### src/rtl/vend_pkg.sv
// Shared types and constants for the vend dispatcher.
// Holds the job FSM state encoding, the change coin value, and the vend counter width.
package vend_pkg;

    typedef enum logic [1:0] {
        IDLE   = 2'd0,
        MOTOR  = 2'd1,
        CHANGE = 2'd2,
        FAULT  = 2'd3
    } vend_state_e;

    // Value of the single change coin ejected per change-owing job.
    localparam int unsigned COIN_VALUE = 32'd5;

    // Width of the completed-vend counter output.
    localparam int unsigned VEND_CNT_W = 32'd16;

endpackage

### src/rtl/vend_job_fifo.sv
// Pending-job queue for the vend dispatcher.
// One bit per job (change owed). A push into a full queue is accepted only
// when a pop happens in the same cycle; otherwise it is silently refused and
// the caller decides what to do about the lost job.
module vend_job_fifo #(
    parameter int unsigned DEPTH = 32'd4
) (
    input  logic                     clk,
    input  logic                     rst,
    input  logic                     push_i,
    input  logic                     data_i,
    input  logic                     pop_i,
    output logic                     data_o,
    output logic                     full_o,
    output logic                     empty_o,
    output logic [$clog2(DEPTH):0]   count_o
);

    localparam int unsigned AW = $clog2(DEPTH);

    logic [DEPTH-1:0] mem_q;
    logic [DEPTH-1:0] mem_d;
    logic [AW-1:0]    wr_ptr_q;
    logic [AW-1:0]    wr_ptr_d;
    logic [AW-1:0]    rd_ptr_q;
    logic [AW-1:0]    rd_ptr_d;
    logic [AW:0]      count_q;
    logic [AW:0]      count_d;
    logic             push_ok_s;
    logic             pop_ok_s;

    assign full_o  = (count_q == (AW+1)'(DEPTH));
    assign empty_o = (count_q == {(AW+1){1'b0}});
    assign data_o  = mem_q[rd_ptr_q];
    assign count_o = count_q;

    // Next-state for storage, pointers and occupancy; pointers wrap naturally (DEPTH is a power of two).
    always_comb begin
        mem_d    = mem_q;
        wr_ptr_d = wr_ptr_q;
        rd_ptr_d = rd_ptr_q;
        pop_ok_s  = pop_i & ~empty_o;
        push_ok_s = push_i & (~full_o | pop_ok_s);
        if (push_ok_s) begin
            mem_d[wr_ptr_q] = data_i;
            wr_ptr_d        = wr_ptr_q + AW'(1);
        end else begin
            wr_ptr_d = wr_ptr_q;
        end
        if (pop_ok_s) begin
            rd_ptr_d = rd_ptr_q + AW'(1);
        end else begin
            rd_ptr_d = rd_ptr_q;
        end
        count_d = count_q + (AW+1)'(push_ok_s) - (AW+1)'(pop_ok_s);
    end

    // Queue state registers.
    always_ff @(posedge clk or posedge rst) begin
        if (rst) begin
            mem_q    <= {DEPTH{1'b0}};
            wr_ptr_q <= {AW{1'b0}};
            rd_ptr_q <= {AW{1'b0}};
            count_q  <= {(AW+1){1'b0}};
        end else begin
            mem_q    <= mem_d;
            wr_ptr_q <= wr_ptr_d;
            rd_ptr_q <= rd_ptr_d;
            count_q  <= count_d;
        end
    end

endmodule

### src/rtl/vend_dispatcher.sv
// Vend dispatcher: queues dispense/change pulses from the seller FSM and runs
// each job through the dispense motor (with completion handshake and timeout)
// and, when change is owed, the coin hopper.
// Optional feature: define VEND_COUNTER_EN to build the 16-bit completed-vend
// counter; without it vend_count is tied to zero.
module vend_dispatcher
    import vend_pkg::*;
#(
    parameter int unsigned MOTOR_TIMEOUT = 32'd1000,
    parameter int unsigned COIN_PULSE    = 32'd4,
    parameter int unsigned JOB_DEPTH     = 32'd4
) (
    input  logic                          clk,
    input  logic                          rst,
    input  logic                          dispense,
    input  logic                          change,
    input  logic                          motor_done,
    input  logic                          fault_clr,
    output logic                          motor_on,
    output logic                          coin_out,
    output logic                          busy,
    output logic                          fault,
    output logic                          overflow,
    output logic [$clog2(JOB_DEPTH):0]    pending,
    output logic [VEND_CNT_W-1:0]         vend_count
);

    localparam int unsigned TMR_W  = $clog2(MOTOR_TIMEOUT + 32'd1);
    localparam int unsigned COIN_W = $clog2(COIN_PULSE + 32'd1);
    localparam logic [TMR_W-1:0]  TMR_LAST  = TMR_W'(MOTOR_TIMEOUT - 32'd1);
    localparam logic [COIN_W-1:0] COIN_LAST = COIN_W'(COIN_PULSE - 32'd1);

    vend_state_e       state_q;
    vend_state_e       state_d;
    logic [TMR_W-1:0]  timer_q;
    logic [TMR_W-1:0]  timer_d;
    logic [COIN_W-1:0] coin_cnt_q;
    logic [COIN_W-1:0] coin_cnt_d;
    logic              chg_owed_q;
    logic              chg_owed_d;
    logic              overflow_q;
    logic              overflow_d;
    logic              motor_on_q;
    logic              coin_out_q;
    logic              fault_q;
    logic              pop_s;
    logic              vend_done_s;
    logic              fifo_head_s;
    logic              fifo_full_s;
    logic              fifo_empty_s;
    logic [$clog2(JOB_DEPTH):0] fifo_count_s;

    vend_job_fifo #(
        .DEPTH (JOB_DEPTH)
    ) u_job_fifo (
        .clk     (clk),
        .rst     (rst),
        .push_i  (dispense),
        .data_i  (change),
        .pop_i   (pop_s),
        .data_o  (fifo_head_s),
        .full_o  (fifo_full_s),
        .empty_o (fifo_empty_s),
        .count_o (fifo_count_s)
    );

    // Job FSM next-state: start jobs, supervise the motor, time the coin pulse, hold on fault.
    always_comb begin
        state_d     = state_q;
        timer_d     = timer_q;
        coin_cnt_d  = coin_cnt_q;
        chg_owed_d  = chg_owed_q;
        pop_s       = 1'b0;
        vend_done_s = 1'b0;
        case (state_q)
            IDLE: begin
                if (!fifo_empty_s) begin
                    pop_s      = 1'b1;
                    chg_owed_d = fifo_head_s;
                    timer_d    = {TMR_W{1'b0}};
                    state_d    = MOTOR;
                end else begin
                    state_d = IDLE;
                end
            end
            MOTOR: begin
                // Delivery wins over a timeout landing on the same cycle.
                if (motor_done) begin
                    vend_done_s = 1'b1;
                    coin_cnt_d  = {COIN_W{1'b0}};
                    state_d     = chg_owed_q ? CHANGE : IDLE;
                end else if (timer_q == TMR_LAST) begin
                    state_d = FAULT;
                end else begin
                    timer_d = timer_q + TMR_W'(1);
                end
            end
            CHANGE: begin
                if (coin_cnt_q == COIN_LAST) begin
                    state_d = IDLE;
                end else begin
                    coin_cnt_d = coin_cnt_q + COIN_W'(1);
                end
            end
            FAULT: begin
                if (fault_clr) begin
                    state_d = IDLE;
                end else begin
                    state_d = FAULT;
                end
            end
            default: begin
                state_d = IDLE;
            end
        endcase
    end

    // Sticky overflow: a job lost to a full queue outranks a clear in the same cycle.
    always_comb begin
        overflow_d = overflow_q;
        if (dispense && fifo_full_s && !pop_s) begin
            overflow_d = 1'b1;
        end else if (fault_clr) begin
            overflow_d = 1'b0;
        end else begin
            overflow_d = overflow_q;
        end
    end

    // State, timers and the decoded drive outputs (registered so they never glitch).
    always_ff @(posedge clk or posedge rst) begin
        if (rst) begin
            state_q    <= IDLE;
            timer_q    <= {TMR_W{1'b0}};
            coin_cnt_q <= {COIN_W{1'b0}};
            chg_owed_q <= 1'b0;
            overflow_q <= 1'b0;
            motor_on_q <= 1'b0;
            coin_out_q <= 1'b0;
            fault_q    <= 1'b0;
        end else begin
            state_q    <= state_d;
            timer_q    <= timer_d;
            coin_cnt_q <= coin_cnt_d;
            chg_owed_q <= chg_owed_d;
            overflow_q <= overflow_d;
            motor_on_q <= (state_d == MOTOR);
            coin_out_q <= (state_d == CHANGE);
            fault_q    <= (state_d == FAULT);
        end
    end

    assign motor_on = motor_on_q;
    assign coin_out = coin_out_q;
    assign fault    = fault_q;
    assign overflow = overflow_q;
    assign pending  = fifo_count_s;
    assign busy     = (state_q != IDLE) | ~fifo_empty_s;

`ifdef VEND_COUNTER_EN
    logic [VEND_CNT_W-1:0] vend_cnt_q;

    // Completed-vend counter, wraps at full width.
    always_ff @(posedge clk or posedge rst) begin
        if (rst) begin
            vend_cnt_q <= {VEND_CNT_W{1'b0}};
        end else if (vend_done_s) begin
            vend_cnt_q <= vend_cnt_q + VEND_CNT_W'(1);
        end else begin
            vend_cnt_q <= vend_cnt_q;
        end
    end

    assign vend_count = vend_cnt_q;
`else
    logic unused_vend_done_s;
    assign unused_vend_done_s = vend_done_s;
    assign vend_count         = {VEND_CNT_W{1'b0}};
`endif

endmodule
### config.mk
export PLATFORM = sky130hd
export DESIGN_NAME = vend_dispatcher
export DESIGN_NICKNAME = d
export VERILOG_FILES = /design/src/rtl/vend_pkg.sv /design/src/rtl/vend_job_fifo.sv /design/src/rtl/vend_dispatcher.sv
export SDC_FILE = /design/constraint.sdc
export NUM_CORES = 1
export LEC_CHECK = 0
export ABC_AREA = 1
export BUFFER_PORTS_ARGS = -buffer_cell sky130_fd_sc_hd__buf_2
export CORE_MARGIN = 10
export CORE_UTILIZATION = 45
export CTS_CLUSTER_DIAMETER = 40
export DETAILED_ROUTE_END_ITERATION = 7
export PLACE_DENSITY_LB_ADDON = 0.08
export SYNTH_ARGS = -nofsm -noshare
export SYNTH_HDL_FRONTEND = slang
export SYNTH_HIERARCHICAL = 1
export SYNTH_SLANG_ARGS = --single-unit
export TNS_END_PERCENT = 30
### constraint.sdc
create_clock -name clk -period 4.55 [get_ports clk]
set_clock_uncertainty 0.15 [all_clocks]
set_input_delay 0.2275 -clock clk [delete_from_list [all_inputs] [get_ports clk]]
set_output_delay 0.2275 -clock clk [all_outputs]
set_load 0.01 [all_outputs]
==> impl_metrics.toml, run 1 <==
[global_route]
grt_pass1_wl_um = 6530
track_usage_pct = 10.7
grt_pass1_vias = 1449
antenna_found_initial = 0
grt_max_degree = 21
grt-ovfl-total = 0

[worst_setup_path]
path_class = "reg2reg"
rrSetupSlack_ns = 1.87
cp.arrival_ns = 2.69
crit_path_start_kind = "flip-flop"
cp.required_ns = 4.56
critPathMaxFanout = 11
crit_family = "adder cells"
rr_worst_depth = 15
cp_common_cell = "inv_1"
critical-path-slowest-cell = "dfrtp_1"
worstPathCellList = "nor2_2, nand2_1, inv_1, inv_1, nand2_1, inv_1, inv_1, nand3_2, nand2_1, ha_1, inv_1, ha_1, inv_1, fa_1, xor2_1"
worst-path-buf-inv = 6
r2r_end = "u_job_fifo/count_o[2]"
reg2reg_from = "u_job_fifo/count_o[1]"
endpoint_kind = "flip-flop"
cpPeakStageDelay_ns = 0.43

[sta]
tightest_slew_ns = 0.785
slew_headroom_pct = 47.6
fin_crit_ns = 2.68
setup_viol = 0
finalHoldViolations = 0
rsz0062_at_grt = "no"
maxSlewViolCount = 0
fin_tns_setup_ns = 0
min_period_over_period_pct = 58.8
fmax_mhz = 374

[placed_design]
portBuffers = 13
dp_cells = 298
dp.final_hpwl_um = 2750
gp_congestion = 0.768

[layout]
final_core_util_pct = 50.3
stdcell_count = 307
layout_common_cells = "nand2_1 (57), inv_1 (32), dfrtp_1 (31)"
mostFrequentLayoutCell = "nand2_1"
drive_gt1_share_pct = 14.8
area_growth_pct = 6.42
nets = 272
antenna_cells = 0

[min_path]
min_path_cells = 2
hp-start = "fault_clr"
hold_end = "overflow"
hold_class = "in2reg"

[route]
wl_per_cell_um = 11.7
drc = 0
drt_iter0_drc = 97
dr.pass1.iters = 5
postRouteWirelength_um = 3590
vias_per_cell = 4.64
postRouteAntennaNets = 0
via_count = 1424

[synthesis]
synth.area.top_cells = "dfrtp_1 (40%), nand2_1 (11%), nand3_1 (6.5%), buf_4 (6.2%), inv_1 (6.2%)"
yosys.area.top_type = "dfrtp_1"
synthDistinctLibCells = 32
synthCells = 240
synth_top_cell_area_share_pct = 40.2
syn_area_per_cell_sq_um = 8.04
yosys_warnings = 6
yosysSeqAreaShare_pct = 40.2
ys_ff_latch = 31
syn_area_sq_mm = 0.00193

[floorplan]
die_w_um = 85.5
initial_core_util_pct = 47.2
die_y_um = 85.5
ios = 30
core_sq_mm = 0.00409
placementRows = 23
dieArea_sq_mm = 0.00731

[power]
power_mw = 1.16
leakagePower_nw = 1.09
p_per_area_mw_per_mm2 = 565
ir_drop_v = 0.000338

[clocking]
clkSinkCount = 31
htree_levels = 2
numCtsBuffers = 5
clockRootBuffer = "clkbuf_8"
ctsLongestPathBuffers = 2
clk_latency_ns = 0.29
clkTransAtPathRegs_ns = 0.06
cts_tree = "yes"

[outcome]
outcome = "finished clean"

[flow_run]
cap_violations = 0
## routing by layer
| metal | global-route usage, % | vias up | routed length [um] |
|---|---|---|---|
| met5 | 0 | - | 0 |
| met4 | 4.04 | 0 | 63 |
| met3 | 4.54 | 7 | 227 |
| met2 | 17.2 | 27 | 1610 |
| met1 | 12.4 | 634 | 1690 |
| li1 | - | 756 | - |
## sequential cells by signal, summed over array words and instances, names as in the netlist
name,cells
timer_q,10
u_job_fifo/mem_q,4
coin_cnt_q,3
u_job_fifo/count_o,3
state_q,2
u_job_fifo/rd_ptr_q,2
u_job_fifo/wr_ptr_q,2
chg_owed_q,1
coin_out,1
fault,1
motor_on,1
overflow,1
## stage by stage
stage	setup slack (ns)	hold WS, ns	cell area, sq um
floorplan	2.14	-0.0701	1990
global placement	1.93	0.113	1960
detailed placement	1.86	0.107	1960
CTS	1.84	0.00695	2050
global route	1.61	0.0227	2050
finish	1.87	0.00842	2050
## power by group
| part | switching, mW | internal [mW] |
|---|---|---|
| logic | 0.323 | 0.179 |
| registers | 0.0778 | 0.370 |
| clock network | 0.104 | 0.107 |
## worst max-delay path by stage
stage	startpoint	endpoint	cells after the start
6_report	u_job_fifo/count_o[1]	u_job_fifo/count_o[2]	15
5_1_grt	u_job_fifo/count_o[1]	u_job_fifo/count_o[2]	15
4_1_cts	u_job_fifo/count_o[1]	u_job_fifo/count_o[2]	15
3_5_place_dp	u_job_fifo/count_o[1]	u_job_fifo/count_o[2]	15
3_3_place_gp	u_job_fifo/count_o[1]	u_job_fifo/count_o[2]	15
2_1_floorplan	u_job_fifo/count_o[1]	u_job_fifo/count_o[2]	15
## synthesized netlist by cell type, drive strengths merged
library cell and count:
nor3b 1, a21o 1, buf 19, xnor2 1, nand3b 3, clkbuf 1, nand3 26, nand2 62
nor3 1, conb 1, a21oi 1, xor2 2, ha 9, dfrtp 31, fa 1, inv 35
o21ai 15, nor2 20, or2 2, nand4 8
## area by class of cell
type	count	area [sq um]
clock buffers	7	76.3
clock inverters	1	5.00
fillers	403	2030
inverters	35	134
multi-input cells	169	926
flip-flops and latches	31	776
well taps	50	62.6
repair buffers	14	75.1
## cell families (layout without fill, tap and decap cells)
family	after synthesis	count (layout)	share of synthesized area, %
adder cells (fa/ha/maj)	10	10	6.87
buffers and inverters	55	57	14.8
flip-flops	31	31	40.2
XOR/XNOR	3	3	1.36
other	1	16	0.194
AND/OR/NAND/NOR	123	123	31.1
AO/OA/AOI/OAI	17	17	5.51
## what timing repair did
item / in CTS / in global routing
hold buffers: 1 / 0
buffers inserted: 0 / 0
setup endpoints to repair: 0 / 0
gates resized for setup: 0 / 0
endpoints found under the hold margin: 31 / 0
Power figures use the tool's default switching activity.
==> inputs of run 2 (changes only) <==
--- a/config.mk
+++ b/config.mk
@@ -5,7 +5,7 @@
 export SDC_FILE = /design/constraint.sdc
 export NUM_CORES = 1
 export LEC_CHECK = 0
-export ABC_AREA = 1
+export ABC_AREA = 0
 export BUFFER_PORTS_ARGS = -buffer_cell sky130_fd_sc_hd__buf_2
 export CORE_MARGIN = 10
 export CORE_UTILIZATION = 45
==> constraint.sdc (replaced) <==
create_clock -name clk -period 2.5 [get_ports clk]
set_clock_uncertainty 0.15 [all_clocks]
set_input_delay 0.125 -clock clk [delete_from_list [all_inputs] [get_ports clk]]
set_output_delay 0.125 -clock clk [all_outputs]
set_load 0.01 [all_outputs]
==> run 2 against run 1 <==
The run now ends with setup timing left. Sequential power grew 91%. Die area shrank 6.7%. Critical path type unchanged. Routed wire length shrank 7.1%.
==> impl_metrics.toml, run 2 <==
[synthesis]
yosys_warnings = 6
synth-edff-count = 0
synth-adder-area-share_pct = 7.53
yosysMostFrequentCell = "dfrtp_1"
async_flop_share_pct = 100
yosysSeqAreaShare_pct = 44.0
synth.area.top_cells = "dfrtp_1 (44%), buf_4 (6.8%), ha_1 (6.4%), xnor2_1 (5.0%), nor2_1 (4.5%)"
synth_top_cell_area_share_pct = 44.0
synth_ff_type = "dfrtp_1"
synthDistinctLibCells = 38
synth_top_family_by_area = "simple AND/OR/NAND/NOR gates"
syn_area_per_cell_sq_um = 10.5
synthCells = 168
synth_xor_area_share_pct = 5.47
syn_area_sq_mm = 0.00176
synthMuxAreaShare_pct = 8.31
synth_compound_area_share_pct = 5.40
yosys.area_share.simple_pct = 17.6
ys_ff_latch = 31
ys_top_cells_by_count = "dfrtp_1 (31), nor2_1 (21), buf_4 (16)"
yosys.area.top_type = "dfrtp_1"

[layout]
largest_register_ffs = 10
regMostFlops = "timer_q"
nFillCells = 318
drive_gt1_share_pct = 28.4
multi_input_area_sq_um = 898
mostFrequentLayoutCell = "dfrtp_1"
largest_registers = "timer_q (10), u_job_fifo/mem_q (4)"
layout_common_cells = "dfrtp_1 (28), nor2_1 (21), conb_1 (16)"
antenna_cells = 0
seqCellArea_sq_um = 779
nets = 212
area_growth_pct = 17.9

[worst_setup_path]
crit_path_start_kind = "flip-flop"
endpoint_kind = "flip-flop"
cp.required_ns = 2.52
r2r_end = "u_job_fifo/count_o[2]"
rrSetupSlack_ns = -0.01
cp.arrival_ns = 2.53
reg2reg_from = "u_job_fifo/count_o[2]"
rr_worst_depth = 11
critPathMaxFanout = 2
path_class = "reg2reg"
startpoint = "u_job_fifo/count_o[2]"
crit_end = "u_job_fifo/count_o[2]"

[clocking]
clkSinkCount = 31
clk_latency_ns = 0.28
clockRootBuffer = "clkbuf_8"
htree_levels = 2
numCtsBuffers = 5
clkTransAtPathRegs_ns = 0.06
ctsLongestPathBuffers = 2
cts_tree = "yes"

[power]
p_per_area_mw_per_mm2 = 1260
leakagePower_nw = 0.967
ir_drop_v = 0.000731
power_mw = 2.61

[route]
dr.pass1.iters = 4
drt_iter0_drc = 98
wl_per_cell_um = 13.6
vias_per_cell = 4.86
drc = 0
postRouteWirelength_um = 3340
via_count = 1191
postRouteAntennaNets = 0

[sta]
finalHoldViolations = 0
min_period_over_period_pct = 101
rsz0062_at_grt = "yes"
tightest_slew_ns = 0.772
fmax_mhz = 398
maxSlewViolCount = 0
setup_viol = 1
fin_tns_setup_ns = -0.0148
fin_crit_ns = 2.51
worst_slack_ns = -0.0148
slew_headroom_pct = 48.5

[global_route]
track_usage_pct = 10.8
grt_max_degree = 21
grt_pass1_wl_um = 5690
grt_pass1_vias = 1232
antenna_found_initial = 0
grt-ovfl-total = 0

[placed_design]
dp.final_hpwl_um = 2560
gp_congestion = 0.798
portBuffers = 13

[floorplan]
initial_core_util_pct = 47.4
die_w_um = 82.6
placementRows = 22
dieArea_sq_mm = 0.00682
core_sq_mm = 0.00372
die_y_um = 82.6
ios = 30

[outcome]
outcome = "finished, violations left"
violations = "setup timing"

[min_path]
hold_class = "in2reg"

[flow_run]
cap_violations = 0
-- run 2: cell count changes in the layout (fill, tap and decap cells not counted), sizes merged, moves of 7 or more --
cell   previous run  this run
nand2            62        13
buf              13        23
o21ai            15         2
xnor2             1        10
mux2              0        10
inv              35        13
nand4             8         1
nand3            26         3
-- run 2: where the power goes --
group          internal [mW]  switching, mW  total [mW]
Clock                  0.322          0.178       0.500
Combinational          0.629          0.624        1.25
Sequential             0.703          0.152       0.854
Total                   1.65          0.954        2.61
-- run 2: metrics by stage --
| step | hold WS [ns] | std cells | utilization (%) | setup slack [ns] | instance area [sq um] |
|---|---|---|---|---|---|
| 2_1_floorplan | -0.173 | 183 | - | -0.194 | 1850 |
| 3_3_place_gp | -0.0119 | 232 | 50.4 | 0.0666 | 1870 |
| 3_5_place_dp | 0.00825 | 232 | 50.4 | -0.0211 | 1870 |
| 4_1_cts | 0.0235 | 244 | 54.8 | -0.000828 | 2040 |
| 5_1_grt | 0.0456 | 245 | 55.9 | -0.131 | 2080 |
| 6_report | 0.0301 | 245 | 55.9 | -0.0148 | 2080 |
-- run 2: cell type report --
cell class / instances / area share (%)
Inverter: 13 / 2.47
Clock buffer: 6 / 3.98
Timing Repair Buffer: 26 / 8.19
Tap cell: 48 / 2.89
Sequential cell: 31 / 37.5
Clock inverter: 2 / 1.69
Multi-Input combinational cell: 119 / 43.3
-- run 2: logic make-up after synthesis --
group,after synthesis
and+or+nand+nor,58
buffers and inverters,33
DFF,31
AOI/OAI and AO/OA,13
xor gates and xnor gates,11
muxes,11
adders and majority gates,10
other,1
-- run 2: critical path, stage by stage (launching register included) --
cell and delay, ns:
dfrtp_2 0.42, nor3_4 0.25, nor3_4 0.07, nor4b_4 0.29
nand2b_4 0.19, ha_4 0.20, inv_4 0.05, ha_4 0.12
inv_2 0.03, fa_2 0.36, xnor2_2 0.14, xnor2_1 0.12
-- run 2: per-layer routing --
metal,share of wire [%],global-route usage [%]
met4,0.99,3.01
met3,9.1,4.43
met2,44,16.3
met1,46,13.9
met5,0,0
-- run 2: worst min-delay path by stage --
| stage | cells after the start | startpoint | endpoint |
|---|---|---|---|
| floorplan | 1 | rst | u_job_fifo/mem_q[0] |
| global placement | 2 | rst | u_job_fifo/mem_q[2] |
| detailed placement | 2 | rst | u_job_fifo/mem_q[2] |
| CTS | 3 | dispense | overflow |
| global route | 3 | dispense | overflow |
| finish | 3 | dispense | overflow |
-- run 2: repair_timing --
item,CTS,global route
setup endpoints to repair,1,2
buffers inserted,1,1
hold buffers,3,0
endpoints found under the hold margin,36,0
resized for setup,1,8
pin swaps,1,8
